$ cat src/rtl/karatsuba32_seq_ctrl.sv
// -----------------------------------------------------------------------------
// karatsuba32_seq_ctrl
//
// Sequential scheduler for an N x N Karatsuba multiply. One external MW x MW
// unsigned multiplier is time-shared across the three partial products
// AH*BH (M1), AL*BL (M2) and (AH+AL)*(BH+BL) (M3). The products are then
// recombined into a registered 2N-bit result.
//
// Ports:
//   clk, rst        rising-edge clock, asynchronous active-high reset
//   in_valid/ready  operand handshake (A, B, approx_en sampled on accept)
//   mul_x, mul_y    shared multiplier operands (zero when mul_en=0)
//   mul_en          shared multiplier operands valid this cycle
//   mul_approx      approximate-mode select, only during the AL*BL cycle
//   mul_p           shared multiplier product, combinational from mul_x/mul_y
//   out_valid/ready result handshake
//   P               registered 2N-bit product
//   busy            operation in flight
// -----------------------------------------------------------------------------
module karatsuba32_seq_ctrl #(
    parameter int N  = 32,
    parameter int K  = N / 2,
    parameter int MW = K + 2
) (
    input  logic              clk,
    input  logic              rst,
    input  logic              in_valid,
    output logic              in_ready,
    input  logic [N-1:0]      A,
    input  logic [N-1:0]      B,
    input  logic              approx_en,
    output logic [MW-1:0]     mul_x,
    output logic [MW-1:0]     mul_y,
    output logic              mul_en,
    output logic              mul_approx,
    input  logic [2*MW-1:0]   mul_p,
    output logic              out_valid,
    input  logic              out_ready,
    output logic [2*N-1:0]    P,
    output logic              busy
);

    typedef enum logic [2:0] {
        S_IDLE,
        S_HH,
        S_LL,
        S_MID,
        S_SUM,
        S_OUT
    } state_t;

    state_t state, state_next;

    logic [N-1:0]    a_r, b_r;
    logic            approx_r;
    logic [2*MW-1:0] m1, m2, m3;
    logic [2*N-1:0]  p_r;
    logic            out_valid_r;

    // Operand halves and the K+1-bit middle sums.
    logic [K-1:0] ah, al, bh, bl;
    logic [K:0]   sum_a, sum_b;

    assign ah    = a_r[N-1:K];
    assign al    = a_r[K-1:0];
    assign bh    = b_r[N-1:K];
    assign bl    = b_r[K-1:0];
    assign sum_a = {1'b0, ah} + {1'b0, al};
    assign sum_b = {1'b0, bh} + {1'b0, bl};

    // Recombination. The middle term is an absolute difference: an approximate
    // M2 can push M1+M2 above M3. The final sum only uses +, - and left shifts,
    // so computing it modulo 2^(2N) equals truncating a wider result.
    logic [2*MW:0]  s12;
    logic [2*MW:0]  m3_x;
    logic [2*MW:0]  mid;
    logic [2*N-1:0] p_sum;

    always_comb begin
        s12   = {1'b0, m1} + {1'b0, m2};
        m3_x  = {1'b0, m3};
        mid   = (s12 > m3_x) ? (s12 - m3_x) : (m3_x - s12);
        p_sum = ((2*N)'(m1) << N) + ((2*N)'(mid) << K) + (2*N)'(m2);
    end

    // State register
    always_ff @(posedge clk or posedge rst) begin
        if (rst) begin
            state <= S_IDLE;
        end else begin
            state <= state_next;
        end
    end

    // Datapath registers
    always_ff @(posedge clk or posedge rst) begin
        if (rst) begin
            a_r         <= '0;
            b_r         <= '0;
            approx_r    <= 1'b0;
            m1          <= '0;
            m2          <= '0;
            m3          <= '0;
            p_r         <= '0;
            out_valid_r <= 1'b0;
        end else begin
            case (state)
                S_IDLE: begin
                    if (in_valid) begin
                        a_r      <= A;
                        b_r      <= B;
                        approx_r <= approx_en;
                    end
                end
                S_HH:  m1 <= mul_p;
                S_LL:  m2 <= mul_p;
                S_MID: m3 <= mul_p;
                S_SUM: begin
                    p_r         <= p_sum;
                    out_valid_r <= 1'b1;
                end
                S_OUT: begin
                    if (out_ready) begin
                        out_valid_r <= 1'b0;
                    end
                end
                default: ;
            endcase
        end
    end

    // Next-state and multiplier-port decode
    always_comb begin
        state_next = state;
        mul_x      = '0;
        mul_y      = '0;
        mul_en     = 1'b0;
        mul_approx = 1'b0;
        case (state)
            S_IDLE: begin
                if (in_valid) begin
                    state_next = S_HH;
                end
            end
            S_HH: begin
                mul_x      = MW'(ah);
                mul_y      = MW'(bh);
                mul_en     = 1'b1;
                state_next = S_LL;
            end
            S_LL: begin
                mul_x      = MW'(al);
                mul_y      = MW'(bl);
                mul_en     = 1'b1;
                mul_approx = approx_r;
                state_next = S_MID;
            end
            S_MID: begin
                mul_x      = MW'(sum_a);
                mul_y      = MW'(sum_b);
                mul_en     = 1'b1;
                state_next = S_SUM;
            end
            S_SUM: begin
                state_next = S_OUT;
            end
            S_OUT: begin
                if (out_ready) begin
                    state_next = S_IDLE;
                end
            end
            default: state_next = S_IDLE;
        endcase
    end

    assign in_ready  = (state == S_IDLE);
    assign busy      = (state != S_IDLE);
    assign out_valid = out_valid_r;
    assign P         = p_r;

endmodule

$ cat config.mk
export PLATFORM = sky130hd
export DESIGN_NAME = karatsuba32_seq_ctrl
export DESIGN_NICKNAME = d
export VERILOG_FILES = /design/src/rtl/karatsuba32_seq_ctrl.sv
export SDC_FILE = /design/constraint.sdc
export NUM_CORES = 1
export LEC_CHECK = 0
export CORE_ASPECT_RATIO = 0.7
export CORE_MARGIN = 2
export CORE_UTILIZATION = 36
export DETAILED_ROUTE_END_ITERATION = 7
export SYNTH_ARGS = -nofsm -noshare
export SYNTH_HDL_FRONTEND = slang
export SYNTH_SLANG_ARGS = --single-unit
$ cat constraint.sdc
create_clock -name clk -period 9.05 [get_ports clk]
set_input_delay 1.81 -clock clk [delete_from_list [all_inputs] [get_ports clk]]
set_output_delay 1.81 -clock clk [all_outputs]
set_load 0.1 [all_outputs]
## After elaboration in Yosys (flattened, before gate mapping)

Index checks and enable logic that the tools add are counted.

| storage, ports and cells | value |
|---|---|
| register bits after elaboration | 241 |
| input bits | 105 |
| logic and storage cells | 41 |

| cells by class | value |
|---|---|
| add/subtract/negate cells | 7 |
| $lt $le $gt $ge | 1 |
| equal/unequal tests | 7 |
| mux-type cells | 10 |
| reduce and logical (&&, ||, !) cells | 7 |

Operator list:

| operator | count |
|---|---|
| $pmux W17 S3 | 2 |
| $add A64 B36 Y64 | 1 |
| $add A64 B53 Y64 | 1 |
| $add A36 B36 Y37 | 1 |
| $gt A37 B36 Y1 | 1 |
| $mux W37 | 1 |
| $sub A36 B37 Y37 | 1 |
| $sub A37 B36 Y37 | 1 |
| $add A16 B16 Y17 | 2 |
| $pmux W3 S6 | 1 |
| $eq A3 B2 Y1 const B | 2 |
| $eq A3 B3 Y1 const B | 2 |
| $mux W3 | 2 |
| $reduce_and A2 Y1 | 3 |
| $ne A2 B2 Y1 const B | 2 |
| $eq A3 B1 Y1 const B | 1 |
| $logic_not A3 Y1 | 1 |
| $mux W1 | 3 |
| $reduce_bool A3 Y1 | 1 |
| $reduce_or A3 Y1 | 1 |
| $pmux W1 S2 | 1 |
| $reduce_bool A2 Y1 | 1 |

## Logic depth before layout (Yosys ltp)

| depth | value |
|---|---|
| depth in word-level cells | 5 |
| mapped depth | 41 |
| gate-level depth less buffers | 38 |

## Least setup slack after synthesis

Ideal clock, no wire load.

| timing path | value |
|---|---|
| path type | reg2reg |
| start point | reg m1[1] |
| end point | reg p_r[50], in the netlist P[50] |
| setup time | 133 ps |
| data arrival time | 7900 ps |
| setup slack | 1017 ps |
| cell stages (with the launch flop) | 38 |
| path buffers | 3 |
| period minus slack after synthesis | 8033 ps |
| cell sequence | dfrtp_1 -> ha_1 -> a21o_1 -> a21oi_1 -> o21ai_0 -> a41oi_1 -> o221ai_1 -> a221oi_1 -> inv_1 -> a21oi_1 -> o21bai_1 -> a21oi_1 -> xnor2_1 -> ha_1 -> clkbuf_1 -> nand2_1 -> nor2_1 -> nand2_1 -> [2 not listed] -> a221oi_4 -> nor2_8 -> buf_6 -> buf_6 -> mux2i_1 -> xor2_1 -> fa_1 -> ha_1 -> a21o_1 -> a21o_1 -> a21oi_1 -> a21oi_1 -> o221a_2 -> o31a_1 -> or4_1 -> a31oi_1 -> xor2_1 -> o21ai_0 |

| between the ends | value |
|---|---|
| longest elaborated chain between the ends | 5 |

Ends and longest elaborated chain:

| item | line | source |
|---|---|---|
| start, declared | 56 | `logic [2*MW-1:0] m1, m2, m3;` |
| start signal, assigned | 115 | `S_HH: m1 <= mul_p;` |
| $add A36 B36 Y37 | 80 | `s12 = {1'b0, m1} + {1'b0, m2};` |
| $sub A36 B37 Y37, or another cell as far along | 82 | `mid = (s12 > m3_x) ? (s12 - m3_x) : (m3_x - s12);` |
| $mux W37 | 82 |  |
| $add A64 B53 Y64 * | 83 | `p_sum = ((2*N)'(m1) << N) + ((2*N)'(mid) << K) + (2*N)'(m2);` |
| $add A64 B36 Y64 * | 83 |  |
| end signal, assigned | 119 | `p_r <= p_sum;` |
| end, declared | 57 | `logic [2*N-1:0] p_r;` |

Mark *: on every way between the ends. The rest lies on a longest branch, timed or not.
A chain may end at the register's enable or synchronous reset.

## Worst setup path after layout

Ends and elaborated chain as after synthesis.

==> results.md <==
- Status: finished clean
- Worst R2R Setup Slack: between 0.4 and 0.5 ns
- Initial core utilization: 0.363
- Synth warn: 0
- Slowest stage cell, crit path: a221oi_4
- Largest family of logic cells by synthesized area: compound AO/OA/AOI/OAI gates
- DR DRC count: 0
- Syn Inst Count: 2,048
- Ant diodes: 0
- Global-route wire length before repair: between 90,000 and 100,000 um
- Num rows: 70
- Max-slew headroom: 0.226
- Die H: 196 um
- Ratio of cells with drive above 1 in the final layout: 0.195
- Worst-Skew Late Latency: between 0.5 and 0.6 ns
- Most common cell after layout, fill and taps aside: dfrtp_1
- Die W: between 200 and 300 um
- Layout Area Growth over Synthesis: 27.5%
- Async SR Flop Fraction: 1.00
- Worst setup path class: reg -> reg
- Clk slew on worst S/H paths: about 0.07 ns
- Commonest cells after routing, fill and taps aside: dfrtp_1, ha_1, clkdlybuf4s50_1
- Final worst path period need: between 8 and 9 ns
- Post-Route Setup TNS: 0 ns
- Synth Area in Simple Gates: 0.118
- Drt first-iter violations: ~1,100
- Synth top area share: 0.319
- Sequential area share after synthesis: 0.319
- Fin crit share: 0.950
- DR vias/cell: around 5.4
- Clock skew: roughly 0.017 ns
- Global Route Usage Sum: 0.227
- Path category of the worst min-delay check: reg -> reg
- EDFF count, synth: 0
- Number of I/O port buffers: 207
- Clock Path Buffers: 3
- Crit path capture type: register
- Compound-Gate Fraction of Synth Area: 0.197
- Final Hold Vio Count: 0
- Least-Margin Pin Slew: approximately 1.2 ns
- Largest net degree at the start of global routing: 111
- IO Pins: 210
- XOR/XNOR share of the synthesized area: 0.0578
- Maximum clock frequency: about 120 MHz
- Max cap viols: 0
- Post-Syn Area per Cell: just over 9 um2
- Top cell by count, worst path: a21oi_1
- Hpwl dp: approximately 50,000 um
- Critical Path RT: approximately 9.5 ns
- Clock sinks: between 200 and 250
- Root buf cell: clkbuf_16
- Critical Path AT: roughly 9 ns
- Number of global-route vias before repair: ~16,000
- Vias: 16,700
- Core area: ~0.052 mm2
- Post-synthesis adder-cell area fraction: 0.150
- TritonCTS Buffers: 28
- Slew Viols, Final: 0
- Routed length per placed instance: ~20 um
- Top_reg_cell synth: dfrtp_1
- DR pass1 iterations: 5
- CTS tree: built
- CTS H-Tree Depth: 1
- Synthesized area: 0.0189 mm2
- Netlist cell types: 80
- Hold Slack: approximately 0.47 ns
- Synthesized flop and latch total: about 240
- Largest stage delay on the critical path: 0.49 ns
- Worst Path Max Fanout: 8
- Critical path launch point type: register
- Post-route ant nets: 0
- Multiplexer share of the synthesized area: 0.113
- Routability Congestion: approximately 0.95
- Area contributors post-synth: dfrtp_1, ha_1, mux2_2
- Nets@finish: 2,723
- Area leader, netlist: dfrtp_1
- Routed WL: between 60,000 and 70,000 um
- RSZ-0062 raised after global routing: false
- # setup viols final: 0
- Initial antenna violation count: 4
- Gr ovfl total: 0
- Die area: approximately 0.054 mm2
routing by layer:
layer / global-route usage / share of wire / vias up
met5: 0 / 0.00056 / -
met2: 0.337 / 0.42 / 396
met4: 0.0370 / 0.016 / 6
met1: 0.348 / 0.51 / 8206
li1: - / - / 8035
met3: 0.0339 / 0.050 / 61
critical path, delay by kind of cell, from the launching register on:
kind	cells	cell delay, ns
XOR/XNOR	3	0.46
buffers and inverters	5	0.75
flip-flops	1	0.39
adder cells (fa/ha/maj)	4	1.50
AO/OA/AOI/OAI	24	4.75
AND/OR/NAND/NOR	3	0.57
state kept, by name, summed over array words and instances (netlist names):
signal     cells
m2            36
a_r           32
m3            36
approx_r       1
b_r           32
state          3
m1            36
P             64
out_valid      1
cell usage after synthesis, types with 17 or more instances:
master / n
nand4_1: 17
a21o_1: 84
o21a_1: 20
clkbuf_1: 61
a21oi_1: 149
dfrtp_1: 241
nand2b_1: 25
o21bai_1: 27
nor3_1: 37
mux2_2: 179
ha_1: 211
and3_1: 18
o21ai_0: 140
inv_1: 125
nand3_1: 25
o31ai_1: 18
xor2_1: 55
a22oi_1: 29
nor2_1: 100
nand2_1: 190
xnor2_1: 70
kinds of logic (layout without fill, tap and decap cells):
group	after synthesis	count (layout)
and+or+nand+nor	476	477
AOI/OAI and AO/OA	579	579
adders and majority gates	221	221
xor gates and xnor gates	125	125
buffers and inverters	213	581
DFF	241	241
muxes	192	192
other	1	2
repair_timing:
| action | CTS | global route |
|---|---|---|
| hold buffers | 0 | 0 |
| gates resized for setup | 0 | 29 |
| endpoints found under the hold margin | 0 | 0 |
| buffers inserted | 0 | 3 |
| endpoints found under the setup margin | 0 | 25 |
worst paths after layout:
check,from,end,cells after the start
max,m1[1],P[50],39
min,P[15],P[15],2
max reg2reg,m1[1],P[50],39
min reg2reg,P[15],P[15],2
max in group asynchronous,rst,P[13],3
min in group asynchronous,rst,m2[32],2
stage by stage:
| step | util | instance area [um2] | setup slack (ns) | instances |
|---|---|---|---|---|
| after floorplan | - | 18900 | 0.624 | 2049 |
| after global placement | 0.441 | 23000 | 0.248 | 3047 |
| after detailed placement | 0.441 | 23000 | 0.0977 | 3047 |
| after CTS | 0.460 | 24000 | 0.0551 | 3098 |
| after global routing | 0.463 | 24100 | 0.0133 | 3102 |
| final | 0.463 | 24100 | 0.453 | 3102 |
cell type report:
cell class	count	area (um2)
clock buffers	37	774
inverters	125	477
clock inverters	14	223
multi-input cells	1596	12200
fillers	4918	28000
well taps	684	856
repair buffers	405	3570
flip-flops and latches	241	6030
Power is not shown: default switching activity piles up to over one toggle a cycle in this logic, so the estimate is an artifact.
